==> config.mk <==
export PLATFORM = sky130hd
export DESIGN_NAME = audio_addr_sequencer
export DESIGN_NICKNAME = d
export VERILOG_FILES = /design/src/rtl/audio_addr_sequencer.sv
export SDC_FILE = /design/constraint.sdc
export NUM_CORES = 1
export LEC_CHECK = 0
export ABC_CLOCK_PERIOD_IN_PS = 2900
export BUFFER_PORTS_ARGS = -buffer_cell sky130_fd_sc_hd__buf_2
export CORE_ASPECT_RATIO = 1.1
export CORE_UTILIZATION = 41
export CTS_BUF_LIST = sky130_fd_sc_hd__clkbuf_16
export DETAILED_ROUTE_END_ITERATION = 8
export PLACE_DENSITY = 0.68
export SLEW_MARGIN = 30
export SYNTH_ARGS = -nofsm -noshare
export SYNTH_HDL_FRONTEND = slang
export SYNTH_SLANG_ARGS = --single-unit
==> constraint.sdc <==
create_clock -name clk -period 2.9 [get_ports clk]
set_input_delay 0.435 -clock clk [delete_from_list [all_inputs] [get_ports clk]]
set_output_delay 0.435 -clock clk [all_outputs]
set_load 0.01 [all_outputs]
==> src/rtl/audio_addr_sequencer.sv <==
// Flash-sample address sequencer: walks [start_addr, end_addr] forward or reverse, fetches each
// word over req/ack and emits one SAMPLE_W slice per sample_tick. AUDIO_ADDR_SEQ_UNDERRUN_CNT_EN
// enables the dropped-tick counter.
module audio_addr_sequencer #(
    parameter int unsigned ADDR_W   = 23,
    parameter int unsigned DATA_W   = 32,
    parameter int unsigned SAMPLE_W = 16
) (
    input  logic                clk,
    input  logic                reset_n,
    input  logic                play,
    input  logic                dir,
    input  logic                loop,
    input  logic                restart,
    input  logic [ADDR_W-1:0]   start_addr,
    input  logic [ADDR_W-1:0]   end_addr,
    input  logic                sample_tick,
    output logic                rd_req,
    output logic [ADDR_W-1:0]   rd_addr,
    input  logic                rd_ack,
    input  logic [DATA_W-1:0]   rd_data,
    output logic [SAMPLE_W-1:0] sample,
    output logic                sample_valid,
    output logic [ADDR_W-1:0]   addr,
    output logic                done,
    output logic [15:0]         underrun_cnt
);
    localparam int unsigned N     = DATA_W / SAMPLE_W;
    localparam int unsigned IDX_W = (N > 1) ? $clog2(N) : 1;
    localparam logic [IDX_W-1:0] IDX_LAST = IDX_W'(N - 1);

    typedef enum logic [1:0] {StIdle, StFetch, StPlay, StDone} state_e;

    state_e              state_q, state_d;
    logic [ADDR_W-1:0]   addr_q, addr_d;
    logic [ADDR_W-1:0]   rd_addr_q, rd_addr_d;
    logic                rd_req_q, rd_req_d;
    logic [IDX_W-1:0]    idx_q, idx_d;
    logic                dir_q, dir_d;
    logic [DATA_W-1:0]   word_q, word_d;
    logic                discard_q, discard_d;
    logic [SAMPLE_W-1:0] sample_q, sample_d;
    logic                sample_valid_q, sample_valid_d;
    logic                done_q, done_d;

    logic [SAMPLE_W-1:0] slices [N];
    logic [ADDR_W-1:0]   head_addr, step_addr;
    logic [IDX_W-1:0]    head_idx;
    logic                last_slice, range_end;

    always_comb begin
        for (int i = 0; i < int'(N); i++) begin
            slices[i] = word_q[i*SAMPLE_W +: SAMPLE_W];
        end
    end

    // Head and step use the live dir input: it is only consulted at restart and word boundaries.
    assign head_addr  = dir ? end_addr : start_addr;
    assign head_idx   = dir ? IDX_LAST : '0;
    assign step_addr  = dir ? addr_q - ADDR_W'(1) : addr_q + ADDR_W'(1);
    assign last_slice = dir_q ? (idx_q == '0) : (idx_q == IDX_LAST);
    assign range_end  = dir_q ? (addr_q == start_addr) : (addr_q == end_addr);

    always_comb begin
        state_d        = state_q;
        addr_d         = addr_q;
        rd_addr_d      = rd_addr_q;
        rd_req_d       = rd_req_q;
        idx_d          = idx_q;
        dir_d          = dir_q;
        word_d         = word_q;
        discard_d      = discard_q;
        sample_d       = sample_q;
        sample_valid_d = 1'b0;
        done_d         = done_q;

        unique case (state_q)
            StIdle, StDone: begin
                if (restart) begin
                    state_d   = StFetch;
                    addr_d    = head_addr;
                    idx_d     = head_idx;
                    dir_d     = dir;
                    done_d    = 1'b0;
                    rd_req_d  = 1'b1;
                    rd_addr_d = head_addr;
                end
            end
            StFetch: begin
                if (restart) begin
                    addr_d = head_addr;
                    idx_d  = head_idx;
                    dir_d  = dir;
                    done_d = 1'b0;
                end
                if (rd_req_q) begin
                    if (rd_ack) begin
                        rd_req_d  = 1'b0;
                        discard_d = 1'b0;
                        // Data for a request issued before a restart is dropped; the
                        // request-free cycle below then re-issues at the new head.
                        if (!(discard_q || restart)) begin
                            word_d  = rd_data;
                            state_d = StPlay;
                        end
                    end else if (restart) begin
                        discard_d = 1'b1;
                    end
                end else begin
                    rd_req_d  = 1'b1;
                    rd_addr_d = addr_d;
                end
            end
            StPlay: begin
                if (restart) begin
                    state_d   = StFetch;
                    addr_d    = head_addr;
                    idx_d     = head_idx;
                    dir_d     = dir;
                    done_d    = 1'b0;
                    rd_req_d  = 1'b1;
                    rd_addr_d = head_addr;
                end else if (play && sample_tick) begin
                    sample_d       = slices[idx_q];
                    sample_valid_d = 1'b1;
                    if (!last_slice) begin
                        idx_d = dir_q ? idx_q - 1'b1 : idx_q + 1'b1;
                    end else begin
                        dir_d = dir;
                        idx_d = head_idx;
                        if (range_end && !loop) begin
                            state_d = StDone;
                            done_d  = 1'b1;
                        end else begin
                            state_d   = StFetch;
                            addr_d    = range_end ? head_addr : step_addr;
                            rd_req_d  = 1'b1;
                            rd_addr_d = range_end ? head_addr : step_addr;
                        end
                    end
                end
            end
            default: state_d = StIdle;
        endcase
    end

    always_ff @(posedge clk or negedge reset_n) begin
        if (!reset_n) begin
            state_q        <= StIdle;
            addr_q         <= '0;
            rd_addr_q      <= '0;
            rd_req_q       <= 1'b0;
            idx_q          <= '0;
            dir_q          <= 1'b0;
            word_q         <= '0;
            discard_q      <= 1'b0;
            sample_q       <= '0;
            sample_valid_q <= 1'b0;
            done_q         <= 1'b0;
        end else begin
            state_q        <= state_d;
            addr_q         <= addr_d;
            rd_addr_q      <= rd_addr_d;
            rd_req_q       <= rd_req_d;
            idx_q          <= idx_d;
            dir_q          <= dir_d;
            word_q         <= word_d;
            discard_q      <= discard_d;
            sample_q       <= sample_d;
            sample_valid_q <= sample_valid_d;
            done_q         <= done_d;
        end
    end

`ifdef AUDIO_ADDR_SEQ_UNDERRUN_CNT_EN
    logic [15:0] underrun_q;
    logic        drop_tick;

    assign drop_tick = (state_q == StFetch) && play && sample_tick;

    always_ff @(posedge clk or negedge reset_n) begin
        if (!reset_n) begin
            underrun_q <= '0;
        end else if (drop_tick && (underrun_q != 16'hFFFF)) begin
            underrun_q <= underrun_q + 16'd1;
        end
    end

    assign underrun_cnt = underrun_q;
`else
    assign underrun_cnt = '0;
`endif

    assign addr         = addr_q;
    assign rd_addr      = rd_addr_q;
    assign rd_req       = rd_req_q;
    assign sample       = sample_q;
    assign sample_valid = sample_valid_q;
    assign done         = done_q;
endmodule

==> results.rst <==
.. list-table::
   :header-rows: 1

   * - Metric
     - Value
   * - Run status
     - complete, no violations
   * - Wire length per cell
     - 18.88 um
   * - GRT overflow
     - 0
   * - CTS tree
     - built
   * - Aggregate routed wire length
     - 23.71 mm
   * - Class of the most critical hold timing path
     - in2async
   * - Count of hold buffers inserted by post-cts repair
     - 0
   * - Fill cell total of the finished layout
     - 1570
   * - Number of levels the H-tree was split into
     - 3
   * - Kind of capture point of the worst setup path
     - flip-flop
   * - Worst clock skew
     - 0.01093 ns
   * - Startpoint of the most critical register-to-register path
     - dir_q$_DFFE_PN0P_
   * - Worst hold slack
     - 0.05716 ns
   * - Crit path max fanout
     - 9
   * - Cell area reported after detailed placement
     - 0.008961 mm2
   * - Avg Synthesized Cell Area
     - 9.378 um2
   * - Max Cap Violations
     - 0
   * - Leakage power total
     - 0.004581 uW
   * - Initial detailed-routing violation count
     - 464
   * - Number of nets with antenna violations after detailed routing
     - 0
   * - Cell count after synthesis
     - 763
   * - Portion of synthesized cell area occupied by the leading cell type
     - 35.67%
   * - Worst reg2reg path depth
     - 11
   * - Drt drc
     - 0
   * - Seq cells post-synth
     - 102
   * - Maximum root-to-sink buffer count
     - 2
   * - Post-DP HPWL
     - 17.71 mm
   * - Setup repair after global routing missed its margin
     - yes
   * - Crit path DAT
     - 3.14 ns
   * - Async set-reset flop share out of synthesis
     - 100.0%
   * - Number of rows created at floorplan
     - 50
   * - Pin count of the biggest net entering global routing
     - 61
   * - Most used DFF post-synth
     - sky130_fd_sc_hd__dfrtp_1
   * - Die height
     - 140.6 um
   * - Hold Violations, Final
     - 0
   * - Minimum setup slack among reg-to-reg paths
     - 0.006 ns
   * - # setup viols final
     - 0
   * - Overall routing resource usage
     - 27.04%
   * - Synth Cell Area
     - 0.007156 mm2
   * - Library cell used as clock root buffer
     - sky130_fd_sc_hd__clkbuf_16
   * - Power density over cell area
     - 1069 mW/mm2
   * - Final number of max-transition violations
     - 0
   * - Overall die width
     - 128.0 um
   * - Initial antenna violation count
     - 0
   * - Critical Setup Path Class
     - reg2reg
   * - Design area
     - 0.009567 mm2
   * - Ports placed on the boundary
     - 167
   * - Global-route wire length before repair
     - 37.01 mm
   * - Number of global-route vias before repair
     - 6869
   * - Final worst path period share
     - 99.78%
   * - TritonCTS Buffers
     - 9
   * - Core area
     - 0.01708 mm2
   * - Number of synthesized flops with an enable pin
     - 0
   * - Worst Tran Pin Value
     - 0.6157 ns
   * - Detailed-route vias per instance
     - 5.625
   * - Layout cell share with drive strength beyond 1
     - 39.53%
   * - Crit path launch type
     - flip-flop
   * - Count of clock tree sinks
     - 102
   * - Endpoint of the most critical register-to-register path
     - addr[6]$_DFFE_PN0P_
   * - Final net count
     - 1128
   * - Gpl congestion
     - 0.9411
   * - Highest clock frequency the design can meet
     - 345.6 MHz
   * - Min cycle time layout
     - 2.894 ns
   * - Routed via count
     - 7065
   * - Starting density of the core
     - 41.90%
   * - Multi-input gate area in the final layout
     - 0.004431 mm2
   * - Number of distinct standard cells referenced by the synthesized netlist
     - 66
   * - Area contributors post-synth
     - sky130_fd_sc_hd__dfrtp_1 (36%), sky130_fd_sc_hd__mux2i_1 (8.7%), sky130_fd_sc_hd__mux2_2 (8.5%)
   * - Die Area
     - 0.01799 mm2
   * - Antenna Cells
     - 0
   * - Layout overhead on the synthesized area
     - 33.69%
   * - Worst IR Drop VDD
     - 0.5145 mV
   * - Largest area contributor in the synthesized netlist
     - sky130_fd_sc_hd__dfrtp_1
   * - Worst-case headroom to the max-slew limit
     - 58.66%
   * - Clock network latency to the later pin of the worst-skew pair
     - 0.36 ns
   * - Data required time of the critical path
     - 3.14 ns
   * - Share of synthesized area occupied by flip-flops and latches
     - 35.67%
   * - Number of iterations in the first detailed-routing pass
     - 5
   * - Warnings from Yosys
     - 0
   * - Clock slew seen by the registers of the worst setup and hold paths
     - 0.09 ns
   * - Number of buffers inserted by port buffering
     - 150
   * - Area of all sequential standard cells
     - 0.002557 mm2
## kinds of logic after synthesis
group	share of synthesized area (%)
and+or+nand+nor	11.17
buffers and inverters	5.770
adders and majority gates	4.476
muxes	17.17
other	0.05241
xor gates and xnor gates	4.651
DFF	35.67
AOI/OAI and AO/OA	21.04
## where the power goes
part | internal (uW) | switching (uW) | leakage, uW
Combinational | 2990 | 3310 | 0.00319
Sequential | 2110 | 507 | 0.00124
Clock | 633 | 671 | 0.000156
## layout make-up
class / instances / area share (%)
repair buffers: 292 / 19.83
multi-input cells: 594 / 46.31
inverters: 18 / 0.7063
well taps: 234 / 3.060
clock inverters: 7 / 1.007
flip-flops and latches: 102 / 26.73
clock buffers: 9 / 2.354
## repair_timing
action                     in CTS  in global routing
cloned                          1                  0
pin swaps                       2                 16
setup endpoints to repair      47                 37
gates resized for setup        17                 29
buffers inserted                6                  7
## layout by cell type (no fill, tap or decap), types with 5 or more instances in the layout
master,netlist,final
sky130_fd_sc_hd__o211ai_1,10,10
sky130_fd_sc_hd__buf_2,6,149
sky130_fd_sc_hd__clkbuf_16,0,9
sky130_fd_sc_hd__nor2_1,36,36
sky130_fd_sc_hd__xnor2_1,29,28
sky130_fd_sc_hd__dfrtp_1,102,98
sky130_fd_sc_hd__o21ai_0,52,48
sky130_fd_sc_hd__ha_1,24,23
sky130_fd_sc_hd__a22oi_1,18,18
sky130_fd_sc_hd__buf_12,0,5
sky130_fd_sc_hd__xor2_1,9,9
sky130_fd_sc_hd__a22o_1,13,13
sky130_fd_sc_hd__inv_1,17,17
sky130_fd_sc_hd__a21oi_1,44,42
sky130_fd_sc_hd__conb_1,1,16
sky130_fd_sc_hd__nand3_1,8,8
sky130_fd_sc_hd__mux2_2,54,52
sky130_fd_sc_hd__mux2i_2,0,7
sky130_fd_sc_hd__o221ai_1,6,6
sky130_fd_sc_hd__buf_4,16,135
sky130_fd_sc_hd__mux2i_1,62,54
sky130_fd_sc_hd__nor2b_1,5,5
sky130_fd_sc_hd__nand2_1,82,82
sky130_fd_sc_hd__nor3_1,9,7
sky130_fd_sc_hd__a31oi_1,24,24
sky130_fd_sc_hd__a21o_1,13,11
## synth_stat cells (6+ instances only)
| cell | n |
|---|---|
| sky130_fd_sc_hd__a22oi_1 | 18 |
| sky130_fd_sc_hd__nor2_1 | 36 |
| sky130_fd_sc_hd__xor2_1 | 9 |
| sky130_fd_sc_hd__nand3_1 | 8 |
| sky130_fd_sc_hd__ha_1 | 24 |
| sky130_fd_sc_hd__buf_2 | 6 |
| sky130_fd_sc_hd__buf_4 | 16 |
| sky130_fd_sc_hd__a31oi_1 | 24 |
| sky130_fd_sc_hd__o221ai_1 | 6 |
| sky130_fd_sc_hd__xnor2_1 | 29 |
| sky130_fd_sc_hd__nand2_1 | 82 |
| sky130_fd_sc_hd__a22o_1 | 13 |
| sky130_fd_sc_hd__buf_1 | 7 |
| sky130_fd_sc_hd__o211ai_1 | 10 |
| sky130_fd_sc_hd__nor3_1 | 9 |
| sky130_fd_sc_hd__mux2_2 | 54 |
| sky130_fd_sc_hd__dfrtp_1 | 102 |
| sky130_fd_sc_hd__inv_1 | 17 |
| sky130_fd_sc_hd__a21oi_1 | 44 |
| sky130_fd_sc_hd__o21ai_0 | 52 |
| sky130_fd_sc_hd__a21o_1 | 13 |
| sky130_fd_sc_hd__mux2i_1 | 62 |
| sky130_fd_sc_hd__clkbuf_1 | 30 |
## state kept, by name, indices dropped and copies added (netlist names)
name and count:
sample_valid 1, word_q 32, done 1, discard_q 1
idx_q 1, state_q 2, dir_q 1, addr 23
sample 16, rd_addr 23, rd_req 1
## how the worst max path moves through the flow
| stage | startpoint | end | slack [ns] | cells after the start |
|---|---|---|---|---|
| floorplan | addr[0]$_DFFE_PN0P_ | rd_addr[20]$_DFFE_PN0P_ | 0.04 | 9 |
| CTS | dir_q$_DFFE_PN0P_ | rd_addr[10]$_DFFE_PN0P_ | -0.02 | 12 |
| global route | addr[13]$_DFFE_PN0P_ | rd_addr[20]$_DFFE_PN0P_ | -0.07 | 10 |
| detailed placement | dir | rd_addr[20]$_DFFE_PN0P_ | -0.29 | 11 |
| finish | dir_q$_DFFE_PN0P_ | addr[6]$_DFFE_PN0P_ | 0.006 | 11 |
| global placement | dir | rd_addr[21]$_DFFE_PN0P_ | -0.24 | 12 |
## routing by layer
metal / wire length, um / vias up / track usage [%]
li1: - / 3281 / -
met1: 9736 / 3419 / 34.31
met2: 11130 / 301 / 43.25
met3: 1692 / 64 / 5.042
met4: 1156 / 0 / 14.98
met5: 0 / - / 0
## per-stage QoR
stage                     total power, uW  util [%]  setup TNS (ns)  setup slack (ns)  cells
after floorplan                      6011         -               0           0.03759    778
after global placement               8425     52.47          -3.653           -0.2435   1228
after detailed placement             8552     52.47          -7.571           -0.2908   1228
after CTS                           10040     55.21        -0.02318          -0.02318   1251
after global routing                10930     56.01         -0.3268          -0.06999   1256
final                               10220     56.01               0          0.006252   1256
## critical path: stages, from the launching register on
cell,delay (ns)
sky130_fd_sc_hd__dfrtp_2,0.45
sky130_fd_sc_hd__buf_12,0.16
sky130_fd_sc_hd__buf_4,0.14
sky130_fd_sc_hd__mux2i_2,0.22
sky130_fd_sc_hd__xnor2_1,0.15
sky130_fd_sc_hd__nor4_2,0.29
sky130_fd_sc_hd__nand4_4,0.20
sky130_fd_sc_hd__o21ai_4,0.23
sky130_fd_sc_hd__buf_12,0.16
sky130_fd_sc_hd__mux2i_2,0.37
sky130_fd_sc_hd__nor3_1,0.10
sky130_fd_sc_hd__a221o_1,0.28
No activity file was read; power rests on OpenSTA's default activity.
